--- src/rtl/stoch_pkg.sv ---
// Shared definitions for the stochastic multiplier sequencer: FSM states,
// LFSR geometry, stream-length limits and default seeds.
package stoch_pkg;

  typedef enum logic [2:0] {
    S_IDLE,
    S_LOAD,
    S_FILL,
    S_RUN,
    S_DONE
  } state_t;

  localparam int unsigned LFSR_W       = 31;
  localparam int unsigned TAP_HI       = 30;
  localparam int unsigned TAP_LO       = 27;
  localparam int unsigned LEN_LOG2_MIN = 3;
  localparam int unsigned PIPE_DEPTH   = 2;

  localparam logic [LFSR_W-1:0] DEFAULT_SEED1 = 31'd1;
  localparam logic [LFSR_W-1:0] DEFAULT_SEED2 = 31'd2;

  function automatic logic [LFSR_W-1:0] lfsr_next(logic [LFSR_W-1:0] s);
    return {s[LFSR_W-2:0], s[TAP_HI] ^ s[TAP_LO]};
  endfunction

  function automatic logic [3:0] clamp_len(logic [3:0] cfg, logic [3:0] max_l);
    if (cfg < 4'(LEN_LOG2_MIN)) return 4'(LEN_LOG2_MIN);
    if (cfg > max_l)            return max_l;
    return cfg;
  endfunction

endpackage

--- src/rtl/stoch_mult_core.sv ---
// Bipolar stochastic multiplier datapath: two LFSRs feed 4-bit comparators
// (sn1, sn2), whose XNOR is registered into sn_out (pipeline depth 2).
// Ports: clk, rst_n (async, active-high), en (advance datapath),
//        load (reload seeds), a/b (4-bit operands), sn_out (stream bit).
module stoch_mult_core
  import stoch_pkg::*;
#(
  parameter logic [LFSR_W-1:0] SEED1 = DEFAULT_SEED1,
  parameter logic [LFSR_W-1:0] SEED2 = DEFAULT_SEED2
) (
  input  logic       clk,
  input  logic       rst_n,
  input  logic       en,
  input  logic       load,
  input  logic [3:0] a,
  input  logic [3:0] b,
  output logic       sn_out
);

  logic [LFSR_W-1:0] lfsr1_q, lfsr2_q;
  logic              sn1_q, sn2_q;

  always_ff @(posedge clk or posedge rst_n) begin
    if (rst_n) begin
      lfsr1_q <= SEED1;
      lfsr2_q <= SEED2;
      sn1_q   <= 1'b0;
      sn2_q   <= 1'b0;
      sn_out  <= 1'b0;
    end else if (load) begin
      lfsr1_q <= SEED1;
      lfsr2_q <= SEED2;
      sn1_q   <= 1'b0;
      sn2_q   <= 1'b0;
      sn_out  <= 1'b0;
    end else if (en) begin
      lfsr1_q <= lfsr_next(lfsr1_q);
      lfsr2_q <= lfsr_next(lfsr2_q);
      sn1_q   <= lfsr1_q[3:0] < a;
      sn2_q   <= lfsr2_q[3:0] < b;
      sn_out  <= ~(sn1_q ^ sn2_q);
    end
  end

endmodule

--- src/rtl/stoch_mult_sequencer.sv ---
// Round-robin arbiter and job sequencer sharing one stochastic multiplier
// among NUM_REQ requesters.
// Ports: clk, rst_n (async, active-high), req_valid/req_ready (per-requester
//        handshake, ready is a one-hot accept pulse), req_a/req_b (4-bit
//        operands per requester), cfg_len_log2 (stream length exponent),
//        busy, res_valid/res_ready (result handshake), res_id, res_ones,
//        res_bipolar (signed 2*ones - N).
module stoch_mult_sequencer
  import stoch_pkg::*;
#(
  parameter int unsigned       NUM_REQ      = 2,
  parameter int unsigned       LEN_LOG2_MAX = 8,
  parameter logic [LFSR_W-1:0] SEED1        = DEFAULT_SEED1,
  parameter logic [LFSR_W-1:0] SEED2        = DEFAULT_SEED2
) (
  input  logic                    clk,
  input  logic                    rst_n,
  input  logic [NUM_REQ-1:0]      req_valid,
  output logic [NUM_REQ-1:0]      req_ready,
  input  logic [4*NUM_REQ-1:0]    req_a,
  input  logic [4*NUM_REQ-1:0]    req_b,
  input  logic [3:0]              cfg_len_log2,
  output logic                    busy,
  output logic                    res_valid,
  input  logic                    res_ready,
  output logic [1:0]              res_id,
  output logic [LEN_LOG2_MAX:0]   res_ones,
  output logic [LEN_LOG2_MAX+1:0] res_bipolar
);

  localparam int unsigned CW = LEN_LOG2_MAX + 1;
  localparam int unsigned BW = LEN_LOG2_MAX + 2;

  state_t          state_q, state_d;
  logic [3:0]      a_q, b_q, len_q;
  logic [1:0]      rr_q;
  logic [CW-1:0]   ones_q, cyc_q, last_cyc, ones_fin;
  logic [BW-1:0]   bip_fin;
  logic            sn_out;

  logic            grant_any;
  logic [1:0]      grant_idx;
  logic [3:0]      valid_pad, grant_pad;
  logic [3:0]      a_sel, b_sel;

  function automatic logic [1:0] rr_idx(logic [1:0] base, int unsigned off);
    int unsigned s = int'(base) + off;
    if (s >= NUM_REQ) s = s - NUM_REQ;
    return s[1:0];
  endfunction

  // Arbitration only while idle and out of reset, so req_ready reads 0
  // during an asserted reset even if requests are pending.
  always_comb begin
    valid_pad = '0;
    valid_pad[NUM_REQ-1:0] = req_valid;
    grant_any = 1'b0;
    grant_idx = '0;
    if (state_q == S_IDLE && !rst_n) begin
      for (int unsigned i = 0; i < NUM_REQ; i++) begin
        if (!grant_any && valid_pad[rr_idx(rr_q, i)]) begin
          grant_any = 1'b1;
          grant_idx = rr_idx(rr_q, i);
        end
      end
    end
    grant_pad = '0;
    if (grant_any) grant_pad[grant_idx] = 1'b1;
  end

  assign req_ready = grant_pad[NUM_REQ-1:0];

  always_comb begin
    a_sel = '0;
    b_sel = '0;
    for (int unsigned i = 0; i < NUM_REQ; i++) begin
      if (grant_idx == 2'(i)) begin
        a_sel = req_a[4*i +: 4];
        b_sel = req_b[4*i +: 4];
      end
    end
  end

  assign last_cyc = (CW'(1) << len_q) - CW'(1);
  // The final RUN cycle's stream bit is folded in as the result is captured.
  assign ones_fin = ones_q + CW'(sn_out);
  assign bip_fin  = {ones_fin, 1'b0} - (BW'(1) << len_q);

  always_comb begin
    state_d = state_q;
    case (state_q)
      S_IDLE:  if (grant_any) state_d = S_LOAD;
      S_LOAD:  state_d = S_FILL;
      S_FILL:  if (cyc_q == CW'(PIPE_DEPTH - 1)) state_d = S_RUN;
      S_RUN:   if (cyc_q == last_cyc) state_d = S_DONE;
      S_DONE:  if (res_ready) state_d = S_IDLE;
      default: state_d = S_IDLE;
    endcase
  end

  always_ff @(posedge clk or posedge rst_n) begin
    if (rst_n) begin
      state_q     <= S_IDLE;
      a_q         <= '0;
      b_q         <= '0;
      len_q       <= 4'(LEN_LOG2_MIN);
      rr_q        <= '0;
      ones_q      <= '0;
      cyc_q       <= '0;
      res_id      <= '0;
      res_ones    <= '0;
      res_bipolar <= '0;
    end else begin
      state_q <= state_d;
      case (state_q)
        S_IDLE: if (grant_any) begin
          a_q    <= a_sel;
          b_q    <= b_sel;
          res_id <= grant_idx;
          len_q  <= clamp_len(cfg_len_log2, 4'(LEN_LOG2_MAX));
          rr_q   <= (grant_idx == 2'(NUM_REQ - 1)) ? 2'd0 : grant_idx + 2'd1;
        end
        S_LOAD: begin
          ones_q <= '0;
          cyc_q  <= '0;
        end
        S_FILL: cyc_q <= (state_d == S_RUN) ? '0 : cyc_q + CW'(1);
        S_RUN: begin
          ones_q <= ones_fin;
          cyc_q  <= cyc_q + CW'(1);
          if (state_d == S_DONE) begin
            res_ones    <= ones_fin;
            res_bipolar <= bip_fin;
          end
        end
        default: ;
      endcase
    end
  end

  assign busy      = (state_q != S_IDLE);
  assign res_valid = (state_q == S_DONE);

  stoch_mult_core #(
    .SEED1(SEED1),
    .SEED2(SEED2)
  ) u_core (
    .clk   (clk),
    .rst_n (rst_n),
    .en    (state_q == S_FILL || state_q == S_RUN),
    .load  (state_q == S_LOAD),
    .a     (a_q),
    .b     (b_q),
    .sn_out(sn_out)
  );

endmodule

--- config.mk ---
export PLATFORM = sky130hd
export DESIGN_NAME = stoch_mult_sequencer
export DESIGN_NICKNAME = d
export VERILOG_FILES = /design/src/rtl/stoch_pkg.sv /design/src/rtl/stoch_mult_core.sv /design/src/rtl/stoch_mult_sequencer.sv
export SDC_FILE = /design/constraint.sdc
export NUM_CORES = 1
export LEC_CHECK = 0
export BUFFER_PORTS_ARGS = -buffer_cell sky130_fd_sc_hd__clkbuf_2
export CAP_MARGIN = 20
export CORE_MARGIN = 4
export CORE_UTILIZATION = 55
export DETAILED_ROUTE_END_ITERATION = 10
export GPL_ROUTABILITY_DRIVEN = 0
export PLACE_DENSITY = 0.86
export SYNTH_ARGS = -nofsm -noshare
export SYNTH_HDL_FRONTEND = slang
export SYNTH_SLANG_ARGS = --single-unit
--- constraint.sdc ---
create_clock -name clk -period 4.05 [get_ports clk]
set_input_delay 0.405 -clock clk [delete_from_list [all_inputs] [get_ports clk]]
set_output_delay 0.405 -clock clk [all_outputs]
set_load 0.02 [all_outputs]
## Word-level counts from Yosys, hierarchy flattened

Cells that the tools add are included.

| storage, ports and cells | value |
|---|---|
| flip-flop bits (word level) | 121 |
| bits of input ports | 25 |
| output and inout port bits | 25 |
| word-level logic and storage cells | 114 |

| operators by class | value |
|---|---|
| add/subtract/negate cells | 8 |
| $lt $le $gt $ge | 10 |
| equal/unequal tests | 9 |
| shift-type cells | 2 |
| multiplexer cells | 52 |
| bitwise logic cells | 4 |
| reductions and logical operators | 14 |

Operators by type and width:

| operator | count |
|---|---|
| $mux W31 | 4 |
| $mux W4 | 8 |
| $pmux W9 S3 | 1 |
| $mux W1 | 20 |
| $mux W2 | 9 |
| $pmux W9 S2 | 1 |
| $pmux W3 S5 | 1 |
| $mux W3 | 4 |
| $shl A1 B4 Y10 const A | 1 |
| $sub A10 B10 Y10 | 1 |
| $add A9 B1 Y9 | 1 |
| $add A9 B1 Y9 const B | 1 |
| $eq A3 B2 Y1 const B | 3 |
| $eq A9 B1 Y1 const B | 1 |
| $eq A9 B9 Y1 | 1 |
| $lt A2 B3 Y1 const B | 3 |
| $mux W9 | 1 |
| $shl A1 B4 Y9 const A | 1 |
| $sub A9 B2 Y9 const B | 1 |
| $lt A4 B4 Y1 | 2 |
| $eq A3 B3 Y1 const B | 2 |
| $reduce_bool A3 Y1 | 2 |
| $bmux W1 S2 | 2 |
| $gt A4 B4 Y1 const B | 1 |
| other kinds (19) | 27 |

## Depth between registers and ports, before layout

Gate-level depths: netlist of run 1.

| logic depth | value |
|---|---|
| depth after elaboration | 18 |
| gate-level depth with buffers | 12 |

## Modules after synthesis

Synthesis of run 1 repeated with hierarchy kept, for this count alone.

| second synthesis, totals | value |
|---|---|
| cells, all modules | 584 |
| area total of the unflattened synthesis | 6,133.4 µm² |

By module, submodules not included:

| module | times used | cells an instance | area each (µm²) | seq. area each (µm²) |
|---|---|---|---|---|
| stoch_mult_sequencer | 1 | 343 | 3,316.9 | 1,403.8 |
| stoch_mult_core | 1 | 241 | 2,816.5 | 1,629.1 |

## Worst setup path after synthesis of run 1

Ideal clock, no wire load.

| path | value |
|---|---|
| path kind | register to register |
| start point | reg len_q[0] |
| end point | reg res_bipolar[7] |
| arrival time | 2,904 ps |
| slack | 1,021 ps |
| cell stages (with the launch flop) | 13 |
| path buffers | 3 |
| clock period less this slack | 3,029 ps |
| cells stage by stage | dfstp_2 -> buf_2 -> nor2b_1 -> nand2_1 -> ha_1 -> buf_2 -> nor3_1 -> o2111a_1 -> a211oi_1 -> or3_1 -> or3_4 -> buf_6 -> mux2_4 |

| between the ends | value |
|---|---|
| word-level cells in the longest chain between the ends | 7 |
| elaborated cells on any way between the ends | 9 |

RTL lines:

| item | line | source |
|---|---|---|
| start: declaration | stoch_mult_sequencer.sv:35 | `logic [3:0] a_q, b_q, len_q;` |
| start signal: assignment | stoch_mult_sequencer.sv:106 | `len_q <= 4'(LEN_LOG2_MIN);` |
| start signal: assignment | stoch_mult_sequencer.sv:120 | `len_q <= clamp_len(cfg_len_log2, 4'(LEN_LOG2_MAX));` |
| $shl A1 B4 Y9 | stoch_mult_sequencer.sv:84 | `assign last_cyc = (CW'(1) << len_q) - CW'(1);` |
| $sub A9 B2 Y9 | stoch_mult_sequencer.sv:84 |  |
| $eq A9 B9 Y1 | stoch_mult_sequencer.sv:95 | `S_RUN: if (cyc_q == last_cyc) state_d = S_DONE;` |
| $mux W3 | stoch_mult_sequencer.sv:95 |  |
| $pmux W3 S5 | stoch_mult_sequencer.sv:91 | `case (state_q)` |
| $eq A3 B3 Y1 | stoch_mult_sequencer.sv:131 | `if (state_d == S_DONE) begin` |
| $reduce_and A2 Y1 (no line) | - |  |
| end signal: assignment | stoch_mult_sequencer.sv:133 | `res_bipolar <= bip_fin;` |
| end: declaration | stoch_mult_sequencer.sv:28 | `output logic [LEN_LOG2_MAX+1:0] res_bipolar` |

Parallel ways exist; a longest one is shown, timed or not.
A chain may end at the register's enable or synchronous reset.

## Worst setup path after layout of run 1

| path | value |
|---|---|
| start point | reg len_q[2] |
| end point | reg res_ones[6] |

| between the ends | value |
|---|---|
| word-level cells in the longest chain between the ends | 7 |

RTL lines:

| item | line | source |
|---|---|---|
| $shl A1 B4 Y9 | stoch_mult_sequencer.sv:84 |  |
| $sub A9 B2 Y9 | stoch_mult_sequencer.sv:84 |  |
| $eq A9 B9 Y1 | stoch_mult_sequencer.sv:95 |  |
| $mux W3 | stoch_mult_sequencer.sv:95 |  |
| $pmux W3 S5 | stoch_mult_sequencer.sv:91 |  |
| $eq A3 B3 Y1 | stoch_mult_sequencer.sv:131 |  |
| $reduce_and A2 Y1 (no line) | - |  |
| end signal: assignment | stoch_mult_sequencer.sv:132 | `res_ones <= ones_fin;` |
| end: declaration | stoch_mult_sequencer.sv:27 | `output logic [LEN_LOG2_MAX:0] res_ones,` |

Every way passes these cells.

==> results.yml, run 1 <==
clock_network:
  clk_latency_ps: 530
  cts_tree: "done"
  cts-htree-levels: 4
  cts_resized: 0
  cts_setup_buffers: 0
  cts_buffer_depth: 2
  cts_buffers: 17
  path_clk_slew_ps: 60
  root_buffer: "clkbuf_8"
  cts_sinks: 121
  ctsHoldBuffers: 0
final_layout:
  drive_above_1_share_pct: 19.58
  synthToLayoutAreaGrowth_pct: 15.91
  final_net_count: 599
  n_antenna_cell: 0
  final_util_pct: 64.96
routing:
  vias_per_cell: 5.895
  num_vias: 4144
  drc: 0
  final_antenna_net_count: 0
  dr.pass1.iters: 5
  drtIter0Drc: 287
  wl_per_cell_um: 16.88
  finalWirelength_um: 11870
timing:
  relSlewSlack_pct: 53.13
  rsz0062_at_grt: "no"
  slew_violations: 0
  fin_crit_sh_pct: 85.02
  setup_tns_ps: 0
  clock_skew_ps: 7.327
  finalSetupViolCount: 0
  tightest_slew_ps: 703.0
  finalHoldViolCount: 0
  min_period_ps: 3443
  max_freq_ghz: 0.2904
place:
  place_hpwl_um: 7628
  port_buffers: 49
synthesis:
  synth.largest_area_cell: "dfrtp_1"
  synth_fp_nets: 555
  synth.most_common_cell: "dfrtp_1"
  netlist-cell-type-count: 53
  synth.area.top_cells: "dfrtp_1 (51%), a22o_1 (9.3%), mux2_4 (4.5%), ha_1 (4.1%), nand2_1 (3.4%)"
  synthArstFlopShare_pct: 100.0
  synth_ff_type: "dfrtp_1"
  synth_edf_count: 0
  synth_cells: 510
  postSynthAreaPerCell_um2: 11.24
  syn-cell-area_um2: 5734
  yosys_register_bits: 121
  synth-seq-area-share_pct: 52.89
  synth_warnings: 0
  synth_top_area_share_pct: 51.06
  yosys-top-cells-count: "dfrtp_1 (117), a22o_1 (61), nand2_1 (52)"
pwr:
  p_total_mw: 5.198
  power-per-cell-area_nw_per_um2: 782.1
  leakagePower_nw: 3.301
  ir_drop_uv: 436.1
die:
  dieWidth_um: 110.1
  fp.dieArea_um2: 12120
  core_area_um2: 10230
  initial_core_util_pct: 56.05
  ios: 50
  die_y_um: 110.1
  rows: 37
worst_setup_path:
  endpoint: "res_ones[6]"
  r2r_end: "res_ones[6]"
  r2r-start: "len_q[2]"
  crit_required_ps: 4460
  timing.critical_path.from: "len_q[2]"
  r2r_slack_ps: 610
  reg2reg_depth: 9
  crit_type: "reg -> reg"
  crit_path_start_kind: "flop"
  endpoint_kind: "flop"
  path_max_fanout: 20
  cp.arrival_ps: 3850
global_routing:
  grt_usage_pct: 21.03
  groute.layer.met1.usage_pct: 28.51
  grt_max_degree: 70
  grt-ovfl-total: 0
  met3_usage_pct: 5.475
  use_met2_pct: 32.93
  grt_pass1_vias: 4051
  antenna_found_initial: 0
  grt-busiest-layer: "met2"
  grt_pass1_wl_um: 19840
min_path:
  worstHoldPathType: "in -> async"
flow_run:
  cap_violations: 0
outcome:
  status: "finished clean"
-- cells by family (layout without fill, tap and decap cells) --
logic type / after synthesis / after routing / share of synthesized area (%)
AO/OA/AOI/OAI: 146 / 146 / 19.09
XOR/XNOR: 24 / 24 / 3.666
flip-flops: 121 / 121 / 52.89
AND/OR/NAND/NOR: 135 / 135 / 11.61
multiplexers: 20 / 20 / 4.997
buffers and inverters: 44 / 101 / 3.251
adder cells (fa/ha/maj): 20 / 20 / 4.495
-- power breakdown --
group          switching [mW]  internal, mW
Clock                   0.539         0.921
Sequential              0.319          1.56
Combinational            1.01         0.855
Total                    1.86          3.33
-- stage by stage --
step | std cells | hold WS [ps] | setup slack (ps) | area (µm²)
floorplan | 510 | 448.1 | 437.4 | 5734
CTS | 703 | 25.89 | 639.8 | 6646
detailed placement | 671 | 470.5 | 674.6 | 6067
finish | 703 | 10.34 | 606.6 | 6646
global placement | 671 | 460.9 | 823.0 | 6067
global route | 703 | 63.90 | 415.7 | 6646
-- flip-flops by register name, summed over array words and instances, names as in the netlist, 2 cells and up --
| name | cells |
|---|---|
| a_q | 4 |
| b_q | 4 |
| res_bipolar | 10 |
| res_id | 2 |
| res_ones | 9 |
| cyc_q | 9 |
| state_q | 3 |
| len_q | 4 |
| ones_q | 9 |
| u_core.lfsr1_q | 31 |
| rr_q | 2 |
| u_core.lfsr2_q | 31 |
-- critical path, cell delays in order (launching register included) --
cell and delay (ps):
dfrtp_1 530, nor2_1 380, nand2_1 170, ha_1 350, or4_1 470, a21oi_1 150, a211oi_1 70, or3_1 320
or3_4 510, mux2_4 350
-- final cells by class --
cell class / count / area [µm²]
fill: 743 / 3585
sequential: 121 / 3033
multi-input combinational: 345 / 2522
clock buffer: 21 / 459.2
timing repair buffer: 54 / 282.8
tap: 136 / 170.2
clock inverter: 11 / 120.1
inverter: 15 / 58.81
-- cell usage in the layout, fill, tap and decap left out, types with 9 or more instances in the layout --
cell,count
a21oi_1,11
a22o_1,61
a22oi_1,9
and3_1,9
clkbuf_16,16
clkbuf_2,49
dfrtp_1,117
ha_1,19
inv_1,13
mux2_4,17
nand2_1,52
nand2b_1,11
nand3_1,12
nor2_1,16
nor2b_1,10
o21ai_0,28
xnor2_1,15
xor2_1,9
-- per-layer routing --
layer  part of all wire, %  wire [µm]  vias to the layer above
met3                   4.6        542                       16
met5                     0          0                        -
li1                      -          -                     1947
met2                    49       5802                      119
met4                   1.4        167                        0
met1                    45       5357                     2062
-- worst min-delay path by stage --
stage | start | end | cells past startpoint
after global routing | req_b[0] | b_q[0] | 3
after floorplan | rr_q[1] | rr_q[1] | 1
after detailed placement | res_id[0] | res_id[0] | 1
after CTS | rst_n | res_id[0] | 2
after global placement | res_id[0] | res_id[0] | 1
final | rst_n | cyc_q[7] | 2
Note: power is estimated with default switching activity, not from simulation.
==> run 2: changes to the inputs <==
Settings changed: CTS_BUF_LIST set to sky130_fd_sc_hd__clkbuf_8.
==> run 2 against run 1 <==
Maximum frequency is 1.8% lower. Global-route usage fell by 0.66 points. Clock power is 26% lower. Cell count unchanged. Register-to-register slack got worse by 60 ps. Clock skew grew 1.1 ps. Via count decreased by 0.12%. First-iteration DRC count shrank 1.7%. Sequential power about the same. Largest power group unchanged. Critical path depth is the same. Worst hold slack improved by 78 ps. Routed wire length shrank 3.6%.
==> results.yml, run 2 (same netlist as run 1, synthesis figures left out) <==
routing:
  wl_met2_um: 5481
  wl_met3_um: 581
  num_vias: 4139
  dr.pass1.iters: 5
  drc: 0
  wl_per_cell_um: 16.27
  vias_per_cell: 5.888
  final_antenna_net_count: 0
  top_layer_used: "met4"
  drtIter0Drc: 282
  wl_met1_um: 5111
  finalWirelength_um: 11440
timing:
  setup_tns_ps: 0
  tightest_slew_ps: 691.0
  relSlewSlack_pct: 53.93
  fin_crit_sh_pct: 86.54
  slew_violations: 0
  max_freq_ghz: 0.2853
  min_period_ps: 3505
  final.setup.worst_slack_ps: 545.0
  timing.hold.ws_ps: 87.93
  finalSetupViolCount: 0
  finalHoldViolCount: 0
  rsz0062_at_grt: "no"
  clock_skew_ps: 8.466
global_routing:
  grt-ovfl-total: 0
  grt_max_degree: 70
  grt_pass1_wl_um: 19380
  antenna_found_initial: 0
  grt_pass1_vias: 4053
  grt_usage_pct: 20.37
die:
  initial_core_util_pct: 56.05
  core_area_um2: 10230
  ios: 50
  fp.dieArea_um2: 12120
  die_y_um: 110.1
  rows: 37
  dieWidth_um: 110.1
worst_setup_path:
  path_max_fanout: 20
  endpoint_kind: "flop"
  crit_type: "reg -> reg"
  crit_required_ps: 4370
  cp.arrival_ps: 3820
  crit_path_start_kind: "flop"
place:
  port_buffers: 49
  dp.cells: 671
  place_hpwl_um: 7628
  post-place-ws_ps: 674.6
final_layout:
  drive_above_1_share_pct: 19.58
  final_common_cell: "dfrtp_1"
  multiInputGateArea_um2: 2522
  finalNonFillerCells: 703
  final_net_count: 599
  synthToLayoutAreaGrowth_pct: 12.76
  layout_common_cells: "dfrtp_1 (117), a22o_1 (61), nand2_1 (52)"
  largestRegisters: "u_core.lfsr1_q: 31 flops, u_core.lfsr2_q: 31 flops, res_bipolar: 10 flops"
  fill_cells: 760
  n_antenna_cell: 0
  regArea_um2: 3033
pwr:
  clkPwrFrac_pct: 22.6
  power_switching_mw: 1.785
  seq_power_share_pct: 39.0
  power-per-cell-area_nw_per_um2: 739.8
  p_comb_share_pct: 38.4
  leakagePower_nw: 3.223
  internal-power_mw: 2.999
  p_sw_share_pct: 37.31
  ir_drop_uv: 406.8
clock_network:
  ctsHoldBuffers: 0
  cts_sinks: 121
  cts_tree: "done"
  root_buffer: "clkbuf_8"
  cts_buffer_depth: 2
  path_clk_slew_ps: 70
  clk_latency_ps: 440
  cts_resized: 0
  cts_buffers: 17
  cts_setup_buffers: 0
  cts-htree-levels: 4
outcome:
  status: "finished clean"
min_path:
  worstHoldPathType: "in -> async"
flow_run:
  cap_violations: 0
==> run 2: layer usage <==
metal / vias to the layer above / global-route usage [%]
met5: - / 0
met4: 0 / 7.652
met3: 25 / 5.125
met2: 108 / 31.24
met1: 2069 / 28.19
li1: 1937 / -
==> run 2: per-stage QoR <==
stage | power (mW) | util (%) | instance area [µm²]
4_1_cts | 4.794 | 63.20 | 6466
5_1_grt | 5.114 | 63.20 | 6466
3_3_place_gp | 3.571 | 59.30 | 6067
6_report | 4.783 | 63.20 | 6466
3_5_place_dp | 3.683 | 59.30 | 6067
2_1_floorplan | 3.271 | - | 5734
==> run 2: worst paths after layout <==
check	start	end	slack, ps	depth (start not counted)
max	len_q[2]	res_ones[7]	540	9
min	rst_n	res_id[0]	90	2
max reg2reg	len_q[2]	res_ones[7]	540	9
min reg2reg	res_id[0]	res_id[0]	490	1
max in group asynchronous	rst_n	u_core.lfsr2_q[1]	3040	3
min in group clk	req_b[0]	b_q[0]	160	3
==> run 2: critical path: stages (launching register included) <==
cell and delay (ps):
dfrtp_1 530, nor2_1 380, nand2_1 180, ha_1 350
or4_1 490, a21oi_1 170, a211oi_1 80, or3_1 320
or3_4 510, mux2_4 350
==> run 2: final cells by class <==
class                      count  share of cell area (%)
multi-input combinational    345                   39.01
clock inverter                12                   1.916
clock buffer                  20                   4.257
tap                          136                   2.632
inverter                      15                  0.9094
timing repair buffer          54                   4.373
sequential                   121                   46.90
==> run 2: power by group through the flow <==
stage	combinational (mW)	clock, mW	sequential, mW
6_report	1.84	1.08	1.87
5_1_grt	2.05	1.15	1.91
4_1_cts	1.84	1.09	1.86
3_5_place_dp	1.81	0	1.88
3_3_place_gp	1.72	0	1.85
2_1_floorplan	1.45	0	1.82
==> run 3: changes to the inputs <==
Settings changed: ABC_AREA set to 1.
==> run 3 against run 2 <==
Global-route usage rose by 1.1 points. Via count rose by 19%. Combinational power barely moved. Critical endpoint is now req_ready[0]. Synthesized cell count rose by 38%. Clock skew barely moved. Highest routed layer unchanged. Cell count rose by 29%.
==> results.yml, run 3 <==
outcome:
  status: "finished clean"
global_routing:
  met3_usage_pct: 5.391
  grt-ovfl-total: 0
  antenna_found_initial: 0
  grt_pass1_wl_um: 22330
  groute.layer.met1.usage_pct: 25.28
  use_met2_pct: 37.94
  grt_pass1_vias: 4920
  grt-busiest-layer: "met2"
  grt_max_degree: 70
  grt_usage_pct: 21.45
place:
  place_hpwl_um: 8937
  postPlaceCellArea_um2: 6321
  post-place-ws_ps: 1282
  port_buffers: 49
  dp.cells: 873
clock_network:
  root_buffer: "clkbuf_8"
  cts_buffer_depth: 2
  ctsHoldBuffers: 0
  cts_tree: "done"
  cts_setup_buffers: 0
  clk_latency_ps: 440
  cts_buffers: 17
  cts_sinks: 121
  path_clk_slew_ps: 80
  cts_resized: 0
  cts-htree-levels: 4
synthesis:
  synth_cells: 705
  synth.area.top_cells: "dfrtp_1 (49%), nand2_1 (10%), inv_1 (7.5%), o22ai_1 (6.3%), nand3_1 (4.3%)"
  synthArstFlopShare_pct: 100.0
  synth_top_area_share_pct: 49.10
  synth.most_common_cell: "nand2_1"
  postSynthAreaPerCell_um2: 8.458
  yosys-top-cells-count: "nand2_1 (166), inv_1 (119), dfrtp_1 (117)"
  syn-cell-area_um2: 5963
  yosys_register_bits: 121
  netlist-cell-type-count: 37
  synth_warnings: 0
  synth_edf_count: 0
  synth_ff_type: "dfrtp_1"
  synth_fp_nets: 750
  synth-seq-area-share_pct: 50.86
  synth.largest_area_cell: "dfrtp_1"
final_layout:
  synthToLayoutAreaGrowth_pct: 12.63
  stdcell_area_um2: 6716
  n_antenna_cell: 0
  final_util_pct: 64.20
  fill_cells: 831
  final_net_count: 801
  finalNonFillerCells: 905
  largestRegisters: "u_core.lfsr1_q: 31 flops, u_core.lfsr2_q: 31 flops, res_bipolar: 10 flops"
  layout_common_cells: "nand2_1 (165), inv_1 (120), dfrtp_1 (117)"
  final_common_cell: "nand2_1"
  drive_above_1_share_pct: 15.21
timing:
  timing.hold.ws_ps: 120.6
  relSlewSlack_pct: 46.81
  max_freq_ghz: 0.3512
  slew_violations: 0
  rsz0062_at_grt: "no"
  clock_skew_ps: 8.451
  tightest_slew_ps: 797.9
  finalSetupViolCount: 0
  finalHoldViolCount: 0
  final.setup.worst_slack_ps: 1202
  fin_crit_sh_pct: 70.32
  setup_tns_ps: 0
  min_period_ps: 2848
routing:
  dr.pass1.iters: 7
  drc: 0
  wl_per_cell_um: 14.04
  num_vias: 4941
  finalWirelength_um: 12700
  drtIter0Drc: 357
  final_antenna_net_count: 0
  vias_per_cell: 5.460
worst_setup_path:
  crit_required_ps: 3640
  cp.arrival_ps: 2440
  path_max_fanout: 13
  crit_type: "reg -> out"
  r2r-start: "len_q[0]"
  timing.critical_path.from: "state_q[0]"
  reg2reg_depth: 15
  endpoint_kind: "primary output"
  crit_path_start_kind: "flop"
min_path:
  worstHoldPathType: "in -> async"
die:
  rows: 37
  initial_core_util_pct: 57.00
  core_area_um2: 10460
  die_y_um: 112.1
  fp.dieArea_um2: 12570
  ios: 50
  dieWidth_um: 112.1
pwr:
  ir_drop_uv: 488.8
  power-per-cell-area_nw_per_um2: 671.0
  p_total_mw: 4.507
  leakagePower_nw: 3.451
flow_run:
  cap_violations: 0
==> run 3: cell count changes after synthesis, sizes merged, moves of 9 or more <==
| cell | before | now |
|---|---|---|
| a22o | 61 | 0 |
| and3 | 9 | 0 |
| inv | 15 | 124 |
| mux2 | 18 | 0 |
| nand2 | 52 | 176 |
| nand2b | 11 | 0 |
| nand3 | 12 | 53 |
| nor2 | 16 | 42 |
| nor2b | 11 | 0 |
| o22ai | 1 | 60 |
| xnor2 | 15 | 2 |
==> run 3: worst paths after layout <==
kind / to / slack, ps
setup reg to reg: state_q[0] / 1230
hold reg to reg: res_ones[2] / 470
hold / removal: u_core.sn_out / 120
max in group asynchronous: res_bipolar[6] / 3060
setup / recovery: req_ready[0] / 1200
min in group clk: state_q[2] / 150
==> run 3: logic make-up (layout without fill, tap and decap cells) <==
logic type	count (synthesis)	after routing	share of synthesized area [%]
AOI/OAI and AO/OA	116	116	11.60
xor gates and xnor gates	19	19	2.791
adders and majority gates	20	20	4.322
buffers and inverters	149	213	9.798
DFF	121	121	50.86
and+or+nand+nor	280	280	20.63
==> run 3: cell type report <==
type	instances	area, µm²	area share (%)
clock buffer	18	247.7	3.689
clock inverter	14	147.6	2.198
inverter	127	479.2	7.135
multi-input combinational	435	2356	35.08
sequential	121	3033	45.16
tap	136	170.2	2.534
timing repair buffer	54	282.8	4.210
==> run 3: worst max-delay path, stage by stage (launching register included) <==
cell and delay, ps:
dfrtp_1 380, inv_1 180, nand2_1 100, inv_1 110, nand2_1 90, nor2_1 130
nand2_1 180, inv_1 350, nand2_1 130, clkinv_1 160, clkbuf_2 200
==> run 3: power breakdown <==
part	internal (mW)	switching [mW]	total [mW]
Clock	0.565	0.504	1.07
Sequential	1.47	0.157	1.62
Combinational	0.597	1.22	1.81
==> run 3: per-layer routing <==
| layer | share of wire (%) | up-vias |
|---|---|---|
| li1 | - | 2378 |
| met1 | 40 | 2376 |
| met2 | 53 | 151 |
| met3 | 5.1 | 36 |
| met4 | 2.1 | 0 |
| met5 | 0 | - |
